## config.mk

```make
export PLATFORM = sky130hd
export DESIGN_NAME = cmp_share_arbiter
export DESIGN_NICKNAME = d
export VERILOG_FILES = /design/src/rtl/cmp_share_pkg.sv /design/src/rtl/cmp_share_arbiter_rr_pick.sv /design/src/rtl/cmp_share_arbiter.sv
export SDC_FILE = /design/constraint.sdc
export NUM_CORES = 1
export LEC_CHECK = 0
export CAP_MARGIN = 15
export CORE_ASPECT_RATIO = 2
export CORE_MARGIN = 2
export CORE_UTILIZATION = 40
export CTS_CLUSTER_SIZE = 20
export DETAILED_ROUTE_END_ITERATION = 8
export PLACE_DENSITY_LB_ADDON = 0.08
export REMOVE_ABC_BUFFERS = 1
export SETUP_SLACK_MARGIN = 0.15
export SLEW_MARGIN = 20
export SYNTH_ARGS = -nofsm -noshare
export SYNTH_HDL_FRONTEND = slang
export SYNTH_SLANG_ARGS = --single-unit
```

## constraint.sdc

```tcl
create_clock -name clk -period 3.9 [get_ports clk]
set_input_delay 1.17 -clock clk [delete_from_list [all_inputs] [get_ports clk]]
set_output_delay 1.17 -clock clk [all_outputs]
set_load 0.01 [all_outputs]
```

## src/rtl/cmp_share_pkg.sv

```systemverilog
// Shared types for the comparator-sharing arbiter: FSM state encoding and
// default requester-index width.
package cmp_share_pkg;

  typedef enum logic [1:0] {
    IDLE = 2'd0,
    CMP  = 2'd1,
    RESP = 2'd2
  } state_e;

  localparam int NUM_REQ_DFLT = 4;
  localparam int ID_W         = $clog2(NUM_REQ_DFLT);

endpackage

```

## src/rtl/cmp_share_arbiter_rr_pick.sv

```systemverilog
// Round-robin picker: rotates the request vector so rr_ptr lands on bit 0,
// takes the lowest set bit, then rotates the index back. Purely combinational.
module rr_pick
  import cmp_share_pkg::*;
#(
  parameter int NUM_REQ = 4
) (
  input  logic [$clog2(NUM_REQ)-1:0] rr_ptr,
  input  logic [NUM_REQ-1:0]         req_valid,
  output logic [NUM_REQ-1:0]         grant,
  output logic [$clog2(NUM_REQ)-1:0] grant_id,
  output logic                       any
);

  localparam int PW = $clog2(NUM_REQ);

  logic [NUM_REQ-1:0] rot;
  logic [PW-1:0]      offs;

  // rotate-right via double-width shift, then lowest-set-bit priority
  always_comb begin
    rot  = NUM_REQ'({req_valid, req_valid} >> rr_ptr);
    offs = '0;
    for (int i = NUM_REQ - 1; i >= 0; i--) begin
      if (rot[i]) offs = PW'(i);
    end
    any      = |rot;
    // NUM_REQ is a power of two, so the PW-bit add wraps modulo NUM_REQ
    grant_id = rr_ptr + offs;
    grant    = any ? (NUM_REQ'(1) << grant_id) : '0;
  end

endmodule

```

## src/rtl/cmp_share_arbiter.sv

```systemverilog
// cmp_share_arbiter: one WIDTH-bit unsigned greater-than comparator shared by
// NUM_REQ requesters with round-robin arbitration and a registered response.
// Optional macro CMP_SHARE_ARBITER_EQ_EN adds a registered rsp_eq output.
//
//   state | meaning
//   IDLE  | offering a grant; accept latches operands and requester index
//   CMP   | comparing latched operands; result registered at the next edge
//   RESP  | result held on rsp_* until the consumer takes it
module cmp_share_arbiter
  import cmp_share_pkg::*;
#(
  parameter int NUM_REQ = 4,
  parameter int WIDTH   = 8,
  parameter int CNT_W   = 16
) (
  input  logic                       clk,
  input  logic                       rst_n,
  input  logic [NUM_REQ-1:0]         req_valid,
  input  logic [NUM_REQ*WIDTH-1:0]   req_a,
  input  logic [NUM_REQ*WIDTH-1:0]   req_b,
  output logic [NUM_REQ-1:0]         req_ready,
  output logic                       rsp_valid,
  input  logic                       rsp_ready,
  output logic [$clog2(NUM_REQ)-1:0] rsp_id,
  output logic                       rsp_gt,
`ifdef CMP_SHARE_ARBITER_EQ_EN
  output logic                       rsp_eq,
`endif
  output logic [CNT_W-1:0]           txn_cnt
);

  localparam int RID_W = $clog2(NUM_REQ);

  state_e             state;
  logic [RID_W-1:0]   rr_ptr;
  logic [RID_W-1:0]   id_q;
  logic [WIDTH-1:0]   a_q;
  logic [WIDTH-1:0]   b_q;
  logic [NUM_REQ-1:0] pick_grant;
  logic [RID_W-1:0]   pick_id;
  logic               pick_any;

  rr_pick #(.NUM_REQ(NUM_REQ)) u_rr_pick (
    .rr_ptr    (rr_ptr),
    .req_valid (req_valid),
    .grant     (pick_grant),
    .grant_id  (pick_id),
    .any       (pick_any)
  );

  // grant only while idle and out of reset
  assign req_ready = (rst_n && (state == IDLE)) ? pick_grant : '0;

  // FSM, operand capture, result registers and completion counter
  always_ff @(posedge clk or negedge rst_n) begin
    if (!rst_n) begin
      state     <= IDLE;
      rr_ptr    <= '0;
      id_q      <= '0;
      a_q       <= '0;
      b_q       <= '0;
      rsp_valid <= 1'b0;
      rsp_id    <= '0;
      rsp_gt    <= 1'b0;
`ifdef CMP_SHARE_ARBITER_EQ_EN
      rsp_eq    <= 1'b0;
`endif
      txn_cnt   <= '0;
    end else begin
      case (state)
        IDLE: begin
          if (pick_any) begin
            a_q   <= req_a[int'(pick_id)*WIDTH +: WIDTH];
            b_q   <= req_b[int'(pick_id)*WIDTH +: WIDTH];
            id_q  <= pick_id;
            state <= CMP;
          end
        end
        CMP: begin
          rsp_gt    <= (a_q > b_q);
`ifdef CMP_SHARE_ARBITER_EQ_EN
          rsp_eq    <= (a_q == b_q);
`endif
          rsp_id    <= id_q;
          rsp_valid <= 1'b1;
          state     <= RESP;
        end
        RESP: begin
          if (rsp_ready) begin
            rsp_valid <= 1'b0;
            rr_ptr    <= id_q + 1'b1;
            txn_cnt   <= txn_cnt + 1'b1;
            state     <= IDLE;
          end
        end
        default: state <= IDLE;
      endcase
    end
  end

endmodule

```

* Yosys cells after proc, flatten, opt, wreduce, memory -nomap -nowiden
Index checks and enable logic that the tools add are counted.
** Storage, ports and cells
- Flip-flop bits (word level) :: 42
- Bits in latches :: 0
- Bits in writable memories :: 0
- Memory bits (read-only) :: 0
- Output and inout bits :: 24
- Logic and storage cells :: 40
- Memories kept :: 0
** Cells by class
- Add/subtract/negate cells :: 3
- $mul :: 0
- Div/mod/pow operators :: 0
- $lt $le $gt $ge :: 1
- Equal/unequal tests :: 4
- Shift-type cells :: 4
- Muxes and demuxes :: 11
- Bitwise gates (word level) :: 0
- Reduce and logical (&&, ||, !) cells :: 8
** Operator list (number)
- 32-bit by 6-bit variable part select with 8-bit output :: 2
- 16-bit by 1-bit adder with 16-bit output, second input constant :: 1
- 2-bit 2-to-1 mux :: 6
- 8-bit greater-than comparator :: 1
- 4-bit 2-to-1 mux :: 2
- 2-bit AND reduction :: 4
- 8-bit by 2-bit right shift with 4-bit output :: 1
- 2-bit case mux with 3 select lines :: 1
- 2-bit inequality test, second input constant :: 2
- 4-bit OR reduction :: 1
- 1-bit by 2-bit << shifter with 4-bit output, first input constant :: 1
- 2-bit by 1-bit adder with 2-bit output, second input constant :: 1
- 2-bit adder :: 1
- 2-bit by 1-bit == test with 1-bit output, second input constant :: 1
- 2-bit == test, second input constant :: 1
- 2-bit zero test :: 1
- 1-bit case mux with 2 select lines :: 1
- 2-bit nonzero test :: 1
- 1-bit logical AND :: 1
- 1-bit 2-to-1 mux :: 1

* Depth between registers and ports, before layout
- Word-level depth :: 9
- Mapped depth :: 11
- Depth with buffers taken out :: 9

* Cells and area by module
Synthesis repeated with hierarchy kept, for this count alone.
** Unflattened totals
- Cell total of the unflattened synthesis :: 219
- Area, all modules :: 2698.8 µm²
** Modules (own cells, without submodules)
- cmp_share_arbiter :: times used 1, cells each 183, area an instance 2418.6 µm², sequential area each 1051.0 µm²
- rr_pick :: times used 1, cells each 36, area an instance 280.3 µm², sequential area each 0.0 µm²

* Worst setup path before layout
OpenSTA, ideal clock, no wires.
- Path type :: input port to output port
- Start point :: input req_valid[3]
- End point :: output req_ready[2]
- Arrival time :: 2826 ps
- Required time :: 2730 ps
- Setup slack :: -96 ps
- Stages :: 9
- Path buffers :: 2
- Cell sequence :: clkbuf_2 o21ai_0 a21oi_1 o31a_1 ha_1 xnor2_1 xnor2_1 buf_6 nor3b_1
** Between the ends
- Word-level cells in the longest chain between the ends :: 9
- Elaborated cells on any way between the ends :: 10
** RTL lines
- start: declaration :: RTL line cmp_share_arbiter.sv:18 : input logic [NUM_REQ-1:0] req_valid,
- 8-bit by 2-bit right shift with 4-bit output (*) :: RTL line cmp_share_arbiter_rr_pick.sv:22 : rot = NUM_REQ'({req_valid, req_valid} >> rr_ptr);
- 2-bit 2-to-1 mux (4 in a row) :: RTL line cmp_share_arbiter_rr_pick.sv:25 : if (rot[i]) offs = PW'(i);
- 2-bit adder :: RTL line cmp_share_arbiter_rr_pick.sv:29 : grant_id = rr_ptr + offs;
- 1-bit by 2-bit << shifter with 4-bit output :: RTL line cmp_share_arbiter_rr_pick.sv:30 : grant = any ? (NUM_REQ'(1) << grant_id) : '0;
- 4-bit 2-to-1 mux (*) :: RTL line cmp_share_arbiter_rr_pick.sv:30
- 4-bit 2-to-1 mux (*) :: RTL line cmp_share_arbiter.sv:52 : assign req_ready = (rst_n && (state == IDLE)) ? pick_grant : '0;
- end: declaration :: RTL line cmp_share_arbiter.sv:21 : output logic [NUM_REQ-1:0] req_ready,
Mark *: on every way between the ends. The rest lies on a longest branch, timed or not.

* Final worst setup path
- Start point :: input req_valid[0]
- End point :: output req_ready[3]
The elaborated chain is that of the path after synthesis.

==> reports/qor.log <==
INFO  run_status     outcome=finished, violations left
INFO  run_status     violations=negative setup slack
INFO  floorplan      num_rows=40
INFO  timing         setup_viol=4
INFO  detailed_routing drt-met1-wl=1910µm
INFO  yosys          synth.ff_latch_count=42
INFO  cts            cts-root-buf=clkbuf_16
INFO  yosys          post_synth_num_cell_types=38
INFO  worst_setup_path crit_required=2.73ns
INFO  timing         worst_pin_slew=0.503ns
INFO  grt            grt_pass1_wl=9180µm
INFO  min_path       hold_class=reg2reg
INFO  timing         rsz0062_at_grt=yes
INFO  yosys          netlist_area=2510µm²
INFO  flow_run       timing.max_cap.violations=0
INFO  detailed_routing drt_iter0_markers=27
INFO  worst_setup_path critPathArrivalTime=2.82ns
INFO  worst_setup_path number_of_buffer_and_inverter_stages_on_the_critical_path=5
INFO  timing         largest_clock_skew_in_the_final_design=0.00483ns
INFO  floorplan      ios=95
INFO  final_layout   layout-drive-gt1-share=0.210
INFO  final_layout   finish.instance_area=3800µm²
INFO  worst_setup_path critical_path_max_stage_delay=0.21ns
INFO  yosys          synthesis.area_per_instance=12.6µm²
INFO  placement      pre_cts_slack=-0.952ns
INFO  pwr            fin_total_pwr=2580µW
INFO  final_layout   fin_nets=390
INFO  detailed_routing wl_met3=221µm
INFO  worst_setup_path endpoint_kind=primary output
INFO  final_layout   layout.filler_cells=493
INFO  detailed_routing routed_wire_length_per_instance=13.7µm
INFO  grt            grt_pass1_vias=2126
INFO  worst_setup_path worstPathCellList=buf_8 > inv_4 > buf_6 > a2bb2oi_2 > o211ai_1 > o31a_1 > ha_2 > xnor2_2 > xnor2_2 > buf_4 > and4_1 > buf_6
INFO  timing         post-route-min-period=3.99ns
INFO  cts            cts_max_level=2
INFO  pwr            total_leakage_power=0.00164µW
INFO  detailed_routing routed-wl-met2=3150µm
INFO  timing         final-hold-violation-count=0
INFO  detailed_routing wirelength=5370µm
INFO  detailed_routing drt_drc_violations_left=0
INFO  grt            grt_max_degree=41
INFO  timing         timing.final.max_slew_violations=0
INFO  floorplan      floorplan.die.width=60.0µm
INFO  timing         final_critical_path_setup_slack=-0.0867ns
INFO  cts            max-clock-path-buffers=2
INFO  placement      detailed_place.area=3610µm²
INFO  floorplan      die_area=6960µm²
INFO  yosys          postSynth.asyncResetShare=1.00
INFO  final_layout   most-common-layout-cells=clkdlybuf4s50_1, dfrtp_1, mux2_2
INFO  pwr            power.density_cell_area=677nW/µm²
INFO  worst_setup_path largest_fanout_on_the_critical_path=3
INFO  cts            hold_buf_cts=0
INFO  final_layout   number_of_standard_cells_in_the_final_layout_excluding_fillers=393
INFO  timing         slew_headroom=0.665
INFO  detailed_routing avgViaCountPerCell=5.15
INFO  placement      io_buffer_count=94
INFO  detailed_routing top_metal_layer_carrying_routed_signals=met4
INFO  pwr            max-vdd-ir-drop=0.292mV
INFO  yosys          synth_edf_count=0
INFO  detailed_routing firstDrtPassIters=4
INFO  floorplan      coreArea=6060µm²
INFO  yosys          yosysWarnings=0
INFO  timing         final.period_utilization=1.02
INFO  worst_setup_path critical-path-top-delay-family=compound AO/OA/AOI/OAI gates
INFO  worst_setup_path startpoint_type=input port
INFO  detailed_routing antenna_violating_nets_post_route=0
INFO  floorplan      floorplan.initialDensity=0.414
INFO  yosys          synthCells=199
INFO  yosys          commonest_register_cell_after_synthesis=dfrtp_1
INFO  detailed_routing vias=2025
INFO  cts            tritoncts.num_buffers=5
INFO  floorplan      die-height=116µm
INFO  grt            total_gr_overflow=0
INFO  grt            grt_antenna_before_repair=0
INFO  cts            clock_tree_from_tritoncts=done
INFO  cts            clock_sinks=42
INFO  timing         maxClockFrequency=251MHz
INFO  yosys          synth_seq_area_share=0.419
INFO  grt            groute.usage.overall=0.171
INFO  placement      dp_hpwl=4190µm
INFO  cts            insertion_delay=0.28ns
INFO  final_layout   n_antenna_cell=0
INFO  timing         final.setup.tns=-0.240ns
INFO  worst_setup_path cell_at_the_slowest_stage_of_the_critical_path=and4_1
INFO  final_layout   layout_commonest_cell=clkdlybuf4s50_1
INFO  cts            cts.clk_slew.worst_paths=0.06ns
INFO  placement      place_congestion=0.763
INFO  worst_setup_path critical_path_class=in2out
INFO  final_layout   syn2layout_area_growth=51.7%
INFO  placement      placed_cells_incl_taps=383
==> per-layer routing <==
layer,vias up,global-route usage
met2,71,0.321
li1,961,-
met3,7,0.0324
met5,-,0
met4,0,0.0504
met1,986,0.185
==> synth_stat cells (all sizes together), types with 2 or more instances <==
cell type | number | area share
a21o | 2 | 0.0060
a21oi | 3 | 0.0060
and3b | 2 | 0.0075
and4 | 2 | 0.0070
buf | 6 | 0.020
clkbuf | 2 | 0.0035
dfrtp | 42 | 0.42
ha | 10 | 0.050
inv | 9 | 0.013
mux2 | 20 | 0.090
mux4 | 16 | 0.17
nand2 | 17 | 0.025
nand2b | 4 | 0.010
nand3 | 6 | 0.012
nand3b | 3 | 0.0090
nand4 | 4 | 0.010
nor2 | 7 | 0.010
nor3 | 3 | 0.0060
nor3b | 4 | 0.012
o21ai | 7 | 0.014
xnor2 | 16 | 0.056
xor2 | 2 | 0.0070
==> kinds of logic after synthesis <==
family / Yosys count / share of synthesized area
and+or+nand+nor: 57 / 0.122
DFF: 42 / 0.419
muxes: 36 / 0.257
AOI/OAI and AO/OA: 19 / 0.0514
xor gates and xnor gates: 18 / 0.0629
buffers and inverters: 17 / 0.0369
adders and majority gates: 10 / 0.0499
==> metrics by stage <==
stage	hold slack, ns	utilization
2_1_floorplan	0.481	-
3_3_place_gp	0.461	0.596
3_5_place_dp	0.462	0.596
4_1_cts	0.474	0.627
5_1_grt	0.481	0.628
6_report	0.467	0.628
==> power breakdown <==
group          total, µW  leakage (µW)  internal, µW  switching, µW
registers            732      0.000525           603            128
clock network        388     0.0000694           231            157
logic               1460       0.00104           887            570
total               2580       0.00164          1720            856
==> registers in the layout (all words and copies together) (netlist names) <==
signal and count:
b_q 8, state 2, rsp_gt 1, id_q 2, rsp_id 2, rr_ptr 2
txn_cnt 16, a_q 8, rsp_valid 1
==> worst register-to-register path: stages, from the launching register on <==
cell	delay, ns
dfrtp_1	0.46
o21ai_1	0.17
a21oi_1	0.08
o31a_1	0.28
ha_2	0.19
xnor2_2	0.20
xnor2_2	0.15
buf_4	0.15
buf_4	0.10
buf_4	0.20
mux4_1	0.32
mux2_2	0.27
==> final cells by class <==
type                    count  area, µm²  area share
multi-input cells         140       1420       0.374
repair buffers            111       1050       0.277
flip-flops and latches     42       1050       0.276
clock buffers               5        125      0.0329
well taps                  84        105      0.0276
inverters                   9       36.3     0.00954
clock inverters             2       10.0     0.00263
==> path summary, 6_finish.rpt <==
check	from	endpoint	slack (ns)	cells past startpoint
max	req_valid[0]	req_ready[3]	-0.09	12
min	txn_cnt[15]	txn_cnt[15]	0.47	1
max reg2reg	rr_ptr[1]	a_q[2]	1.21	11
min reg2reg	txn_cnt[15]	txn_cnt[15]	0.47	1
max in group asynchronous	rst_n	b_q[0]	2.50	2
min in group asynchronous	rst_n	b_q[6]	0.69	1
==> repair_timing <==
item,in CTS,in global routing
pin swaps,8,3
endpoints found under the setup margin,4,4
setup buffers,3,0
gates cloned,0,0
resized for setup,46,1
No activity file was read; power rests on OpenSTA's default activity.
